File: config.mk
export PLATFORM = sky130hd
export DESIGN_NAME = axi_rd_arbiter
export DESIGN_NICKNAME = d
export VERILOG_FILES = /design/src/rtl/axi_rd_arbiter.sv
export SDC_FILE = /design/constraint.sdc
export NUM_CORES = 1
export LEC_CHECK = 0
export ABC_CLOCK_PERIOD_IN_PS = 2040
export CELL_PAD_IN_SITES_DETAIL_PLACEMENT = 1
export CELL_PAD_IN_SITES_GLOBAL_PLACEMENT = 1
export CORE_AREA = 2 2 98 100
export DETAILED_ROUTE_END_ITERATION = 16
export DIE_AREA = 0 0 100 102
export DONT_BUFFER_PORTS = 1
export GPL_TIMING_DRIVEN = 0
export PLACE_DENSITY = 0.65
export SYNTH_ARGS = -nofsm -noshare
export SYNTH_HDL_FRONTEND = slang
export SYNTH_SLANG_ARGS = --single-unit
File: constraint.sdc
create_clock -name clk -period 2.04 [get_ports clk]
set_input_delay 0.408 -clock clk [delete_from_list [all_inputs] [get_ports clk]]
set_output_delay 0.408 -clock clk [all_outputs]
set_load 0.02 [all_outputs]
File: src/rtl/axi_rd_arbiter.sv
// Serialises icache (m0) and dcache (m1) AXI3 read bursts onto a single read port, one burst at a time.
// Define ARB_ROUND_ROBIN_EN for round-robin on contention; the default build uses fixed priority m1 > m0.
module axi_rd_arbiter #(
  parameter int ID_W   = 4,
  parameter int ADDR_W = 32,
  parameter int DATA_W = 32
) (
  input  logic              clk,
  input  logic              resetn,
  input  logic [ID_W-1:0]   m0_arid,
  input  logic [ADDR_W-1:0] m0_araddr,
  input  logic [3:0]        m0_arlen,
  input  logic              m0_arvalid,
  output logic              m0_arready,
  output logic [ID_W-1:0]   m0_rid,
  output logic [DATA_W-1:0] m0_rdata,
  output logic [1:0]        m0_rresp,
  output logic              m0_rlast,
  output logic              m0_rvalid,
  input  logic              m0_rready,
  input  logic [ID_W-1:0]   m1_arid,
  input  logic [ADDR_W-1:0] m1_araddr,
  input  logic [3:0]        m1_arlen,
  input  logic              m1_arvalid,
  output logic              m1_arready,
  output logic [ID_W-1:0]   m1_rid,
  output logic [DATA_W-1:0] m1_rdata,
  output logic [1:0]        m1_rresp,
  output logic              m1_rlast,
  output logic              m1_rvalid,
  input  logic              m1_rready,
  output logic [ID_W-1:0]   s_arid,
  output logic [ADDR_W-1:0] s_araddr,
  output logic [3:0]        s_arlen,
  output logic              s_arvalid,
  input  logic              s_arready,
  input  logic [ID_W-1:0]   s_rid,
  input  logic [DATA_W-1:0] s_rdata,
  input  logic [1:0]        s_rresp,
  input  logic              s_rlast,
  input  logic              s_rvalid,
  output logic              s_rready,
  output logic [1:0]        grant
);

  localparam logic [1:0] IDLE = 2'd0;
  localparam logic [1:0] ADDR = 2'd1;
  localparam logic [1:0] DATA = 2'd2;

  logic [1:0]        state_q, state_d;
  logic [1:0]        grant_q, grant_d;
  logic              arvalid_q, arvalid_d;
  logic [ID_W-1:0]   arid_q, arid_d;
  logic [ADDR_W-1:0] araddr_q, araddr_d;
  logic [3:0]        arlen_q, arlen_d;
  logic              pickM1;
  logic              route0, route1;
  logic              lastDone;

`ifdef ARB_ROUND_ROBIN_EN
  // lastGrant_q holds the owner of the most recently completed burst (1 = m1).
  logic lastGrant_q, lastGrant_d;

  always_comb begin
    if (m0_arvalid && m1_arvalid) pickM1 = ~lastGrant_q;
    else                          pickM1 = m1_arvalid;
  end

  always_comb begin
    lastGrant_d = lastGrant_q;
    if (lastDone) lastGrant_d = grant_q[1];
  end

  always_ff @(posedge clk) begin
    if (!resetn) lastGrant_q <= 1'b1;
    else         lastGrant_q <= lastGrant_d;
  end
`else
  assign pickM1 = m1_arvalid;
`endif

  assign route0   = (state_q == DATA) && grant_q[0];
  assign route1   = (state_q == DATA) && grant_q[1];
  assign s_rready = (route0 && m0_rready) || (route1 && m1_rready);
  assign lastDone = s_rvalid && s_rready && s_rlast;

  always_comb begin
    state_d   = state_q;
    grant_d   = grant_q;
    arvalid_d = arvalid_q;
    arid_d    = arid_q;
    araddr_d  = araddr_q;
    arlen_d   = arlen_q;
    case (state_q)
      IDLE: begin
        if (m0_arvalid || m1_arvalid) begin
          state_d   = ADDR;
          grant_d   = pickM1 ? 2'b10 : 2'b01;
          arvalid_d = 1'b1;
          arid_d    = pickM1 ? m1_arid   : m0_arid;
          araddr_d  = pickM1 ? m1_araddr : m0_araddr;
          arlen_d   = pickM1 ? m1_arlen  : m0_arlen;
        end
      end
      ADDR: begin
        if (arvalid_q && s_arready) begin
          arvalid_d = 1'b0;
          state_d   = DATA;
        end
      end
      DATA: begin
        // The owner is released only on the last beat, so the next grant comes from IDLE a cycle later.
        if (lastDone) begin
          state_d = IDLE;
          grant_d = 2'b00;
        end
      end
      default: begin
        state_d   = IDLE;
        grant_d   = 2'b00;
        arvalid_d = 1'b0;
      end
    endcase
  end

  always_ff @(posedge clk) begin
    if (!resetn) begin
      state_q   <= IDLE;
      grant_q   <= 2'b00;
      arvalid_q <= 1'b0;
      arid_q    <= '0;
      araddr_q  <= '0;
      arlen_q   <= '0;
    end else begin
      state_q   <= state_d;
      grant_q   <= grant_d;
      arvalid_q <= arvalid_d;
      arid_q    <= arid_d;
      araddr_q  <= araddr_d;
      arlen_q   <= arlen_d;
    end
  end

  assign s_arid    = arid_q;
  assign s_araddr  = araddr_q;
  assign s_arlen   = arlen_q;
  assign s_arvalid = arvalid_q;
  assign grant     = grant_q;

  assign m0_arready = (state_q == ADDR) && grant_q[0] && s_arready;
  assign m1_arready = (state_q == ADDR) && grant_q[1] && s_arready;

  // The non-owner sees an all-zero R channel rather than a copy of the slave's beats.
  assign m0_rvalid = route0 && s_rvalid;
  assign m0_rlast  = route0 && s_rlast;
  assign m0_rid    = route0 ? s_rid   : '0;
  assign m0_rdata  = route0 ? s_rdata : '0;
  assign m0_rresp  = route0 ? s_rresp : 2'b00;

  assign m1_rvalid = route1 && s_rvalid;
  assign m1_rlast  = route1 && s_rlast;
  assign m1_rid    = route1 ? s_rid   : '0;
  assign m1_rdata  = route1 ? s_rdata : '0;
  assign m1_rresp  = route1 ? s_rresp : 2'b00;

endmodule

======== Yosys cells after proc, flatten, opt, wreduce, memory -nomap -nowiden ========
Cells that the tools add are included.
Widths: inputs -> output; s select.
word-level totals
  input port bits ......................... 127
  register bits ........................... 45
cells by class
  bitwise gates (word level) .............. 2
  reductions and logical operators ........ 22
  muxes and demuxes ....................... 19
  equality and inequality tests ........... 5
operators with widths
  cell                count
  $mux 32             3
  $mux 4              4
  $logic_and 1x1->1   15
  $mux 2              7
  $pmux 2 s3          2
  $reduce_and 3->1    3
  $ne 2x2->1 const B  3
  $pmux 1 s3          1
  $eq 2x1->1 const B  1
  $eq 2x2->1 const B  1
  $logic_not 2->1     1
  $logic_or 1x1->1    2
  $mux 1              2
  $not 1->1           2
  $reduce_and 2->1    1

======== Logic depth before layout (Yosys ltp) ========
Gate-level depths: netlist of run 1.
  depth after elaboration ................. 8
  gate-level depth with buffers ........... 5
  depth with buffers taken out ............ 3

======== Worst setup path after synthesis of run 1 ========
OpenSTA, ideal clock, no wires.
  path type ............................... reg-to-output
  start point ............................. reg state_q[0]
  end point ............................... out s_rready
  setup slack ............................. 0.364 ns
  buffers on the path ..................... 3
  data arrival time ....................... 1.268 ns
  stages on the path, launching flop included .. 6
  cell sequence ........................... dfxtp_1 > buf_2 > nor2b_1 > buf_2 > clkbuf_1 > nor2b_1
between the ends
  word-level cells in the longest chain between the ends .. 4
ends and longest elaborated chain
  element                               RTL line  source
  start: declaration                    50        logic [1:0] state_q, state_d;
  start signal: assignment              135       state_q <= state_d;
  $eq 2x2->1 *                          82, 83
  $logic_and 1x1->1 (on tied branches)  82, 83
  $logic_and 1x1->1                     84        assign s_rready = (route0 && m0_rready) || (route1 && m1_rready);
  $logic_or 1x1->1 *                    84
  end: declaration                      42        output logic s_rready,
Every way passes the cells marked *; elsewhere a longest branch is shown, timed or not.

======== Final worst setup path of run 1 ========
  start point ............................. reg grant_q[1], in the netlist grant[1]
  end point ............................... out m1_rdata[5]
between the ends
  word-level cells in the longest chain between the ends .. 2
ends and longest elaborated chain
  element                   RTL line  source
  start: declaration        51        logic [1:0] grant_q, grant_d;
  start signal: assignment  136       grant_q <= grant_d;
  $logic_and 1x1->1         83        assign route1 = (state_q == DATA) && grant_q[1];
  $mux 32                   163       assign m1_rdata = route1 ? s_rdata : '0;
  end: declaration          27        output logic [DATA_W-1:0] m1_rdata,
Every way passes these cells.

==> results of run 1 <==
[registers in the layout (all words and copies together), names as in the netlist]
signal	flops
s_arid	4
grant	2
s_araddr	32
s_arvalid	1
s_arlen	4
state_q	2
[metrics by stage]
| stage | total power (uW) | setup TNS (ns) | instances | area (sq um) | setup WS [ns] |
|---|---|---|---|---|---|
| after floorplan | 1431 | 0 | 357 | 2977 | 0.3639 |
| after global placement | 1541 | 0 | 468 | 3115 | 0.09504 |
| after detailed placement | 1557 | 0 | 468 | 3115 | 0.09337 |
| after CTS | 2270 | 0 | 476 | 3317 | 0.01581 |
| after global routing | 2372 | -0.7526 | 476 | 3585 | -0.03707 |
| final | 2256 | 0 | 476 | 3585 | 0.05609 |
[cell families after synthesis]
group / synth area share [%]
buffers and inverters: 8.323
AOI/OAI and AO/OA: 19.71
and+or+nand+nor: 28.25
muxes: 13.45
DFF: 30.26
[synth_stat cells, drive strengths merged]
master  instances
nand3b          2
a22oi           1
o32ai           1
o21a            1
o21bai          1
a21boi         41
a311oi          1
nand2           1
o21ai          41
nor3            2
mux2i          40
or3            40
a21oi           2
buf            11
inv             1
o22ai           2
clkbuf         34
dfxtp          45
nand3           1
nor2b           5
and3           82
nand2b          2
[cell usage in the layout, fill, tap and decap left out, drive strengths merged]
cell type  count
inv            1
nor2b          5
clkbuf        32
nand2b         2
mux2i         40
bufinv         1
or3           40
a21boi        41
o21a           1
o22ai          2
a22oi          1
o32ai          1
o21ai         41
nor3           2
buf           20
a311oi         1
a21oi          2
o21bai         1
nand3b         2
nand3          1
dfxtp         45
nand2          1
and3          82
[power breakdown]
part           switching [uW]  internal (uW)
combinational             266            187
clock                     300            400
sequential                150            954
[path summary, 6_finish.rpt]
check | from | to | cells after the start
setup reg to reg | state_q[0] | grant[0] | 4
hold reg to reg | s_araddr[4] | s_araddr[4] | 2
setup / recovery | grant[1] | m1_rdata[5] | 2
hold / removal | s_arready | state_q[0] | 1
[per-layer routing]
| metal | routed length [um] | vias to the layer above |
|---|---|---|
| met5 | 0 | - |
| met4 | 31 | 0 |
| met3 | 795 | 4 |
| met2 | 5333 | 117 |
| met1 | 4417 | 1362 |
| li1 | - | 1321 |
[cell type report]
class,count,share of cell area (%)
well taps,111,3.874
multi-input cells,266,59.83
flip-flops and latches,45,25.20
clock buffers,7,2.408
inverters,1,0.1047
clock inverters,1,0.8377
plain buffers,45,7.749
[repair_timing]
| action | CTS | global route |
|---|---|---|
| resized for setup | 62 | 112 |
| setup endpoints to repair | 82 | 82 |
| pin swaps | 0 | 0 |
==> impl_results.md, run 1 <==
- Clock Pin Slew Worst Setup and Hold Paths: 0.09 ns
- Drt wl/cell: 22.22 um
- H-tree depth: 2
- Largest net degree at the start of global routing: 14
- Req. time, crit path: 1.63 ns
- Crit path max-delay family: flip-flops
- WHS: 0.2348 ns
- Post-synth top area cell: dfxtp_1
- Slew Viols, Final: 0
- Top Ports: 253
- Vias per inst: 5.891
- Die Y: 102 um
- Synth top area share: 30.26%
- Met2 usage: 29.73%
- Least-Margin Pin Slew: 0.5005 ns
- Root buffer cell: clkbuf_8
- Cells along the critical path: clkbuf_1, and3_4
- Post-synth cell types: 27
- RSZ-0062 raised after global routing: yes
- Rows: 35
- Register area share after synthesis: 30.26%
- Data arrival, critical path: 1.58 ns
- Via Count: 2804
- Mapped Area: 2977 sq um
- Antenna viol nets, final: 0
- Layout cells sized above 1: 30.68%
- Period utilisation layout: 97.25%
- Met1 usage: 24.35%
- Startpoint types: register
- Cell count after synthesis: 357
- Finished Core Util: 39.35%
- Post-DP HPWL: 7.963 mm
- Cts bufs inserted: 5
- Clock buffer depth: 2
- Crit Path Class: reg -> out
- Maximum fanout along the worst path: 10
- Synthesis-stage register bit count: 45
- Max transition margin: 66.63%
- Global Route met3 Usage: 4.925%
- Antenna diode count: 0
- CP max stage delay: 0.50 ns
- Flop-to-flop setup slack: 0.62 ns
- Max-cap violations: 0
- Hold crit path type: in -> reg
- Lkg Pwr: 0.001440 uW
- Detailed Route Iter0 Violations: 53
- Tot GR Track Use: 17.99%
- Die W: 100 um
- Initial Util: 32.68%
- Initial antenna violation count: 0
- Total global routing overflow: 0
- Drt total wl: 10.58 mm
- Post-CTS Setup Bufs: 0
- Multi-input gate area: 2145 sq um
- YS warnings: 0
- Fillers: 1086
- Clk_skew: 0.005988 ns
- Slowest cell on the critical path: dfxtp_2
- Vias in the first global route: 2806
- Top post-synthesis cells by area: dfxtp_1 (30%), and3_1 (17%), mux2i_1 (13%), a21boi_1 (10%), or3_1 (8.4%)
- Final setup viols: 0
- Synthesized Nets: 484
- Nets@finish: 491
- DRC: 0
- Avg Synthesized Cell Area: 8.338 sq um
- Clk_lat worst skew: 0.29 ns
- Hold Vio Cnt, Final: 0
- Die area: 10200 sq um
- Status: finished, final reports clean
- CTS tree: built
- Top Usage Layer GRT: met2
- CTS sink cnt: 45
- DRT Pass-1 Iters: 4
- Core Box Area: 9109 sq um
- Fmax: 0.5041 GHz
- CTS Hold Bufs: 0
- Global-route wire length before repair: 14.70 mm
- Minimum clock period: 1.984 ns
- GP Congestion: 0.7628
- P&R area growth vs syn: 20.43%
- Critical path buffer and inverter count: 1
- Max IR drop VDD: 0.0004387 V
- CP Capture Type: output port
- Register Area: 903.4 sq um
- IO buf count: 0
- Pwr Density: 629.5 nW/um^2
(Power assumes the default switching activity.)
==> inputs of run 2 (changes only) <==
--- a/config.mk
+++ b/config.mk
@@ -13,6 +13,7 @@
 export DIE_AREA = 0 0 100 102
 export DONT_BUFFER_PORTS = 1
 export GPL_TIMING_DRIVEN = 0
+export HOLD_SLACK_MARGIN = 0.02
 export PLACE_DENSITY = 0.65
 export SYNTH_ARGS = -nofsm -noshare
 export SYNTH_HDL_FRONTEND = slang
==> results of run 2 <==
Same layout as run 1: the final DEF is identical, and so are final timing and power.
